**config.mk**
```make
export PLATFORM = sky130hd
export DESIGN_NAME = knn_cache_streamer
export DESIGN_NICKNAME = d
export VERILOG_FILES = /design/src/rtl/knn_acc_pkg.sv /design/src/rtl/knn_skid_fifo2.sv /design/src/rtl/knn_cache_streamer.sv
export SDC_FILE = /design/constraint.sdc
export NUM_CORES = 1
export LEC_CHECK = 0
export ABC_AREA = 1
export CORE_UTILIZATION = 29
export CTS_BUF_LIST = sky130_fd_sc_hd__clkbuf_16
export DETAILED_ROUTE_END_ITERATION = 10
export PLACE_DENSITY = 0.58
export SLEW_MARGIN = 20
export SYNTH_ARGS = -nofsm -noshare
export SYNTH_HDL_FRONTEND = slang
export SYNTH_SLANG_ARGS = --single-unit
```
**constraint.sdc**
```tcl
create_clock -name clk -period 2.8 [get_ports clk]
set_input_delay 0.56 -clock clk [delete_from_list [all_inputs] [get_ports clk]]
set_output_delay 0.56 -clock clk [all_outputs]
set_load 0.03 [all_outputs]
```
**src/rtl/knn_acc_pkg.sv**
```systemverilog
// Shared widths, FSM state encoding and stream-entry layout for the KNN
// accelerator cache read path.
package knn_acc_pkg;
   localparam int DATA_W = 32;
   localparam int ADDR_W = 9;
   localparam int DIM_W  = 8;
   localparam int NVEC_W = 9;
   localparam int TOT_W  = DIM_W + NVEC_W;

   typedef enum logic [1:0] {
      IDLE  = 2'd0,
      RUN   = 2'd1,
      DRAIN = 2'd2
   } stream_state_t;

   typedef struct packed {
      logic [DATA_W-1:0] data;
      logic              sop;
      logic              eop;
   } stream_entry_t;
endpackage

```
**src/rtl/knn_skid_fifo2.sv**
```systemverilog
// Two-entry FIFO that absorbs the cache read latency and downstream stalls.
// A push into a full FIFO is only accepted when a pop frees a slot in the same cycle.
module knn_skid_fifo2
   import knn_acc_pkg::*;
(
   input  logic              clk,
   input  logic              reset_n,
   input  logic              flush,
   input  logic              push,
   input  logic [DATA_W-1:0] push_data,
   input  logic              push_sop,
   input  logic              push_eop,
   input  logic              pop,
   output logic [DATA_W-1:0] head_data,
   output logic              head_sop,
   output logic              head_eop,
   output logic [1:0]        occupancy
);
   stream_entry_t mem [2];
   logic          wr_ptr;
   logic          rd_ptr;
   logic          do_push;
   logic          do_pop;

   assign do_pop  = pop && (occupancy != 2'd0);
   assign do_push = push && ((occupancy != 2'd2) || do_pop);

   always_ff @(posedge clk or negedge reset_n) begin
      if (!reset_n) begin
         mem[0]    <= '0;
         mem[1]    <= '0;
         wr_ptr    <= 1'b0;
         rd_ptr    <= 1'b0;
         occupancy <= 2'd0;
      end else if (flush) begin
         wr_ptr    <= 1'b0;
         rd_ptr    <= 1'b0;
         occupancy <= 2'd0;
      end else begin
         if (do_push) begin
            mem[wr_ptr] <= '{data: push_data, sop: push_sop, eop: push_eop};
            wr_ptr      <= ~wr_ptr;
         end
         if (do_pop)
            rd_ptr <= ~rd_ptr;
         occupancy <= occupancy + 2'(do_push) - 2'(do_pop);
      end
   end

   assign head_data = mem[rd_ptr].data;
   assign head_sop  = mem[rd_ptr].sop;
   assign head_eop  = mem[rd_ptr].eop;
endmodule

```
**src/rtl/knn_cache_streamer.sv**
```systemverilog
// Streams dim*nvec words from cache port 2 starting at base, tagged with sop/eop.
// Define KNN_STREAM_WRAP_EN to let a run wrap past the top of the cache instead of being rejected.
module knn_cache_streamer
   import knn_acc_pkg::*;
(
   input  logic              clk,
   input  logic              reset_n,
   input  logic              start,
   input  logic              abort,
   input  logic [ADDR_W-1:0] base,
   input  logic [DIM_W-1:0]  dim,
   input  logic [NVEC_W-1:0] nvec,
   output logic [ADDR_W-1:0] cache_address,
   output logic              cache_chipselect,
   output logic              cache_clken,
   output logic              cache_write,
   output logic [3:0]        cache_byteenable,
   input  logic [DATA_W-1:0] cache_readdata,
   output logic [DATA_W-1:0] out_data,
   output logic              out_valid,
   input  logic              out_ready,
   output logic              out_sop,
   output logic              out_eop,
   output logic              busy,
   output logic              done,
   output logic              err,
   output logic [1:0]        dbg_state
);
   stream_state_t     state;
   logic [DIM_W-1:0]  dim_q;
   logic [DIM_W-1:0]  word_in_vec;
   logic [NVEC_W-1:0] nvec_q;
   logic [NVEC_W-1:0] vec_idx;
   logic              inflight;
   logic              inflight_sop;
   logic              inflight_eop;
   logic [1:0]        occupancy;
   logic [2:0]        level;
   logic              pop;
   logic              issue;
   logic              cur_sop;
   logic              cur_eop;
   logic              last_word;
   logic              zero_run;
   logic              too_long;
   logic              head_sop;
   logic              head_eop;

   assign cache_clken      = 1'b1;
   assign cache_write      = 1'b0;
   assign cache_byteenable = 4'hF;
   assign dbg_state        = state;

   // Stream handshake: a word moves on every cycle with out_valid && out_ready; out_valid holds
   // until that happens (abort/reset excepted). A read is issued only when its return has a slot.
   assign pop              = out_valid && out_ready;
   assign level            = 3'(occupancy) + 3'(inflight);
   assign issue            = (state == RUN) && !abort && (level < (3'd2 + 3'(pop)));
   assign cache_chipselect = issue;

   assign cur_sop   = (word_in_vec == '0);
   assign cur_eop   = (word_in_vec == (dim_q - DIM_W'(1)));
   assign last_word = cur_eop && (vec_idx == (nvec_q - NVEC_W'(1)));
   assign zero_run  = (dim == '0) || (nvec == '0);

`ifdef KNN_STREAM_WRAP_EN
   assign too_long = 1'b0;
`else
   logic [TOT_W:0] run_end;
   assign run_end  = (TOT_W+1)'(base) + ((TOT_W+1)'(dim) * (TOT_W+1)'(nvec));
   assign too_long = run_end > (TOT_W+1)'(2**ADDR_W);
`endif

   always_ff @(posedge clk or negedge reset_n) begin
      if (!reset_n) begin
         state         <= IDLE;
         cache_address <= '0;
         dim_q         <= '0;
         nvec_q        <= '0;
         word_in_vec   <= '0;
         vec_idx       <= '0;
         inflight      <= 1'b0;
         inflight_sop  <= 1'b0;
         inflight_eop  <= 1'b0;
         busy          <= 1'b0;
         done          <= 1'b0;
         err           <= 1'b0;
      end else begin
         done         <= 1'b0;
         err          <= 1'b0;
         inflight     <= issue;
         inflight_sop <= cur_sop;
         inflight_eop <= cur_eop;
         if (abort) begin
            state         <= IDLE;
            busy          <= 1'b0;
            cache_address <= '0;
            word_in_vec   <= '0;
            vec_idx       <= '0;
         end else begin
            case (state)
               IDLE: begin
                  if (start) begin
                     if (zero_run) begin
                        done <= 1'b1;
                     end else if (too_long) begin
                        err <= 1'b1;
                     end else begin
                        state         <= RUN;
                        busy          <= 1'b1;
                        cache_address <= base;
                        dim_q         <= dim;
                        nvec_q        <= nvec;
                        word_in_vec   <= '0;
                        vec_idx       <= '0;
                     end
                  end
               end
               RUN: begin
                  if (issue) begin
                     cache_address <= cache_address + ADDR_W'(1);
                     if (cur_eop) begin
                        word_in_vec <= '0;
                        vec_idx     <= vec_idx + NVEC_W'(1);
                     end else begin
                        word_in_vec <= word_in_vec + DIM_W'(1);
                     end
                     if (last_word)
                        state <= DRAIN;
                  end
               end
               DRAIN: begin
                  // Finish only once the last returned word has been taken downstream.
                  if ((occupancy == 2'd0) && !inflight) begin
                     state <= IDLE;
                     busy  <= 1'b0;
                     done  <= 1'b1;
                  end
               end
               default: state <= IDLE;
            endcase
         end
      end
   end

   knn_skid_fifo2 u_skid (
      .clk       (clk),
      .reset_n   (reset_n),
      .flush     (abort),
      .push      (inflight),
      .push_data (cache_readdata),
      .push_sop  (inflight_sop),
      .push_eop  (inflight_eop),
      .pop       (pop),
      .head_data (out_data),
      .head_sop  (head_sop),
      .head_eop  (head_eop),
      .occupancy (occupancy)
   );

   assign out_valid = (occupancy != 2'd0);
   assign out_sop   = out_valid && head_sop;
   assign out_eop   = out_valid && head_eop;
endmodule

```
==> run_results.csv <==
group,metric,value,unit
routing,vias_per_cell,4.440,
routing,totalWireLength,24530,µm
finish,layout-drive-gt1-share,20.39,%
logic_synthesis,synth_top_family_by_area,"simple AND/OR/NAND/NOR gates",
timing,final_critical_path_setup_slack,-1672,ps
logic_synthesis,synth_area_in_compound_gates,8.457,%
logic_synthesis,ys_async_sr_fraction,100.0,%
power,p_sw,0.005582,W
floorplan,rows,65,
clock_network,cts-root-buf,"sky130_fd_sc_hd__clkbuf_16",
timing,fin_worst_skew,8.910,ps
logic_synthesis,yosys.area_share.simple,25.83,%
timing,period_minus_slack,4472,ps
timing,fin_worst_hold_slack,76.39,ps
worst_setup_path,critical_path.n_buffers_inverters,7,
clock_network,inserted_clock_buffers,17,
power,power.internal,0.006996,W
worst_setup_path,cp_common_cell,"sky130_fd_sc_hd__fa_1",
logic_synthesis,synth_xor_xnor_area_share,2.960,%
finish,area_growth_syn_to_layout,36.89,%
power,cellLeakagePower,6.875,nW
worst_setup_path,critPathTopFamily,"adder cells",
global_routing,initial_antenna_violation_count,0,
worst_setup_path,crit-reg2reg-capture,"vec_idx[7]",
worst_setup_path,cp_data_arrival_time,4780,ps
finish,post-route-cell-area,12960,µm²
timing,fmax_achieved,223.6,MHz
worst_setup_path,required_time_at_the_endpoint_of_the_critical_path,3110,ps
floorplan,initial_core_util,29.70,%
clock_network,insertion_delay,420,ps
power,power_density_over_the_cells,970.4,nW/µm²
logic_synthesis,ys.flop_type,"sky130_fd_sc_hd__dfrtp_1",
flow_run,maxCapViolCount,0,
timing,final_min_period_over_clock_period,159.7,%
worst_setup_path,worst-path-max-fanout,15,
placed_design,half_perimeter_wire_length_of_the_detailed_placement_result,18440,µm
worst_setup_path,regToRegSetupSlack,500,ps
power,clockPowerShare,17.3,%
placed_design,gpl.final_weighted_congestion,0.8424,
logic_synthesis,number_of_different_library_cells_in_the_post_synthesis_netlist,40,
global_routing,remaining_overflow_grt,0,
global_routing,grt_usage,15.23,%
global_routing,grt_pass1_vias,8388,
worst_setup_path,criticalPathCategory,"input port to flip-flop",
clock_network,cts_tree,"yes",
logic_synthesis,postSynthCellCount,1294,
routing,dr.pass1.iters,6,
worst_setup_path,setup.worst_path.end_class,"flip-flop",
logic_synthesis,ys_seq_area_share,32.51,%
worst_setup_path,critPathSlowestCell,"sky130_fd_sc_hd__fa_1",
timing,grt_setup_unrepaired,"true",
worst_setup_path,critical_path.reg2reg.startpoint,"dim_q[0]",
clock_network,ctsLongestPathBuffers,2,
logic_synthesis,synthesis.area,9469,µm²
logic_synthesis,avgSynthCellArea,7.318,µm²
global_routing,wire_length_of_the_first_global_routing_pass,40970,µm
finish,layout.nets,1648,
logic_synthesis,synth_adder_area_share,17.52,%
clock_network,clkSinkCount,123,
power,share_of_total_power_in_sequential_cells,22.0,%
logic_synthesis,synth_edf_count,0,
clock_network,cts.hold.buffers_added,0,
floorplan,dieWidth,182.7,µm
power,switching_share,44.38,%
floorplan,fp.dieH,182.7,µm
finish,antenna_diode_instance_count,0,
finish,num-fill-cells,3311,
logic_synthesis,synth_warnings,0,
worst_hold_path,hold_path_class,"input port to asynchronous set/reset pin",
worst_setup_path,slowest_delay,570,ps
floorplan,design.portCount,119,
floorplan,core_region_area,31880,µm²
worst_setup_path,crit_path_start_kind,"input port",
timing,final_max_slew_viol_count,0,
power,power.share.combinational,60.7,%
worst_setup_path,worstPathCellList,"buf_8 > buf_6 > nand2_2 > inv_2 > fa_1 > fa_1 > fa_1 > inv_2 > fa_1 > inv_2 > ha_4 > nand2_4 > nor2_4 > buf_6 > nand3_4 > nand4_1 > nand3_2 > nor3_4 > nand4_1 > nand2_4 > nand2_8 > buf_12 > nand2_1 > o21ai_2",
worst_setup_path,worstRegToRegCells,14,
outcome,violations,"setup timing",
routing,detail_route.iter0.violations,399,
outcome,outcome,"finished, violations left",
timing,setup-violations-final,47,
placed_design,placement.io_buffers,112,
floorplan,fp.dieArea,33380,µm²
timing,timing_hold_violations_final,0,
routing,route.detailed.drc,0,
logic_synthesis,synth_mux_area_share,0,%
routing,post_drt_wl_per_cell,12.70,µm
routing,antenna_violating_nets_post_route,0,
clock_network,cts.htree.levels,4,
global_routing,grt_max_degree,69,
placed_design,placed_cell_area,11810,µm²
clock_network,path_clk_slew,60,ps
worst_setup_path,worstSetupStartpoint,"nvec[4]",
logic_synthesis,ys_ff_latch,123,
routing,detailroute.via_count,8574,
power,power.ir.vdd_worst,504.9,µV
## layout make-up
type	count	area [µm²]	share of cell area, %
multi-input cells	875	5713	44.07
flip-flops and latches	123	3078	23.75
repair buffers	224	2128	16.42
inverters	242	908.4	7.008
well taps	435	544.3	4.199
clock buffers	17	425.4	3.282
clock inverters	15	165.2	1.274
## layout by cell type (no fill, tap or decap), types with 4 or more instances in the layout
cell type,instances
sky130_fd_sc_hd__nand2_2,30
sky130_fd_sc_hd__ha_1,40
sky130_fd_sc_hd__nand4_1,19
sky130_fd_sc_hd__o21ai_2,16
sky130_fd_sc_hd__o21ai_1,14
sky130_fd_sc_hd__xnor2_1,8
sky130_fd_sc_hd__clkbuf_16,18
sky130_fd_sc_hd__buf_6,22
sky130_fd_sc_hd__nor3_1,15
sky130_fd_sc_hd__buf_12,8
sky130_fd_sc_hd__nor2_2,4
sky130_fd_sc_hd__inv_1,210
sky130_fd_sc_hd__nand2_4,19
sky130_fd_sc_hd__clkdlybuf4s50_1,86
sky130_fd_sc_hd__conb_1,6
sky130_fd_sc_hd__buf_2,7
sky130_fd_sc_hd__nor2_4,4
sky130_fd_sc_hd__buf_4,90
sky130_fd_sc_hd__nor4_1,11
sky130_fd_sc_hd__dfrtp_1,123
sky130_fd_sc_hd__fa_1,48
sky130_fd_sc_hd__xor2_1,23
sky130_fd_sc_hd__nand3_2,7
sky130_fd_sc_hd__inv_6,4
sky130_fd_sc_hd__nand3_1,34
sky130_fd_sc_hd__inv_2,30
sky130_fd_sc_hd__nand2_1,387
sky130_fd_sc_hd__nand3b_1,4
sky130_fd_sc_hd__nor2_1,46
sky130_fd_sc_hd__ha_4,10
sky130_fd_sc_hd__o21ai_0,83
sky130_fd_sc_hd__a21oi_1,18
## per-layer routing
layer	share of wire, %	routed length, µm	vias up	GRT usage (%)
met3	4.2	1034	35	2.375
met5	0	0	-	0
met2	47	11550	198	25.47
li1	-	-	4319	-
met1	47	11440	4022	19.99
met4	2.1	510	0	5.109
## sequential cells by signal, summed over array words and instances (netlist names), 2 cells and up
register          flops
cache_address         9
dbg_state             2
dim_q                 8
nvec_q                9
u_skid.mem           68
u_skid.occupancy      2
vec_idx               9
word_in_vec           8
## how the worst max path moves through the flow
stage | endpoint | slack, ps | cells past startpoint
2_1_floorplan | cache_address[2] | -1810 | 26
3_3_place_gp | cache_address[6] | -2610 | 26
3_5_place_dp | cache_address[7] | -2690 | 26
4_1_cts | cache_address[0] | -1630 | 24
5_1_grt | cache_address[1] | -1900 | 28
6_report | cache_address[1] | -1670 | 24
## cells by family after synthesis
logic type / Yosys count
AOI/OAI and AO/OA: 144
xor gates and xnor gates: 32
adders and majority gates: 102
buffers and inverters: 300
DFF: 123
other: 2
and+or+nand+nor: 591
## synthesized netlist by cell type (2+ instances only)
master                     instances  share of area (%)
sky130_fd_sc_hd__o31ai_1           2               0.16
sky130_fd_sc_hd__nand2_1         431                 17
sky130_fd_sc_hd__conb_1            2              0.079
sky130_fd_sc_hd__o21ai_2          14                1.3
sky130_fd_sc_hd__buf_2             9               0.48
sky130_fd_sc_hd__nand3_2           2               0.21
sky130_fd_sc_hd__dfrtp_1         123                 33
sky130_fd_sc_hd__buf_6             4               0.48
sky130_fd_sc_hd__clkbuf_1         37                1.5
sky130_fd_sc_hd__or2_2             3               0.20
sky130_fd_sc_hd__nor2_1           51                2.0
sky130_fd_sc_hd__nand4_1          19                1.3
sky130_fd_sc_hd__fa_1             51                 11
sky130_fd_sc_hd__o21ai_0          98                5.2
sky130_fd_sc_hd__nor3_1           16               0.85
sky130_fd_sc_hd__nor4_1           11               0.73
sky130_fd_sc_hd__nand2_2           5               0.33
sky130_fd_sc_hd__a21oi_1          21                1.1
sky130_fd_sc_hd__ha_1             51                6.7
sky130_fd_sc_hd__buf_4             8               0.63
sky130_fd_sc_hd__nor2_2            3               0.20
sky130_fd_sc_hd__xnor2_1           9               0.83
sky130_fd_sc_hd__clkinv_1          2              0.079
sky130_fd_sc_hd__o21bai_1          2               0.16
sky130_fd_sc_hd__xor2_1           23                2.1
sky130_fd_sc_hd__nand3_1          42                2.2
sky130_fd_sc_hd__inv_1           239                9.5
sky130_fd_sc_hd__nand3b_1          4               0.32
## per-stage QoR
stage / util (%) / std cells / power (W) / setup TNS (ps) / setup slack, ps
floorplan: - / 1298 / 0.007258 / -81340 / -1809
global placement: 37.04 / 1882 / 0.009420 / -120060 / -2613
detailed placement: 37.04 / 1882 / 0.009498 / -123440 / -2692
CTS: 40.27 / 1931 / 0.01247 / -73650 / -1626
global route: 40.66 / 1931 / 0.01364 / -87060 / -1901
finish: 40.66 / 1931 / 0.01258 / -76750 / -1672
## power groups by stage
stage                     Combinational (W)  Clock (W)  Sequential (W)
after floorplan                     0.00440          0         0.00286
after global placement              0.00665          0         0.00277
after detailed placement            0.00671          0         0.00278
after CTS                           0.00746    0.00224         0.00277
after global routing                0.00845    0.00234         0.00285
final                               0.00763    0.00218         0.00277
## repair_timing
action	in CTS	in global routing
cloned	2	1
pin swaps	42	17
buffers inserted	15	2
resized for setup	182	39
endpoints found under the setup margin	47	47
Power figures use the tool's default switching activity.
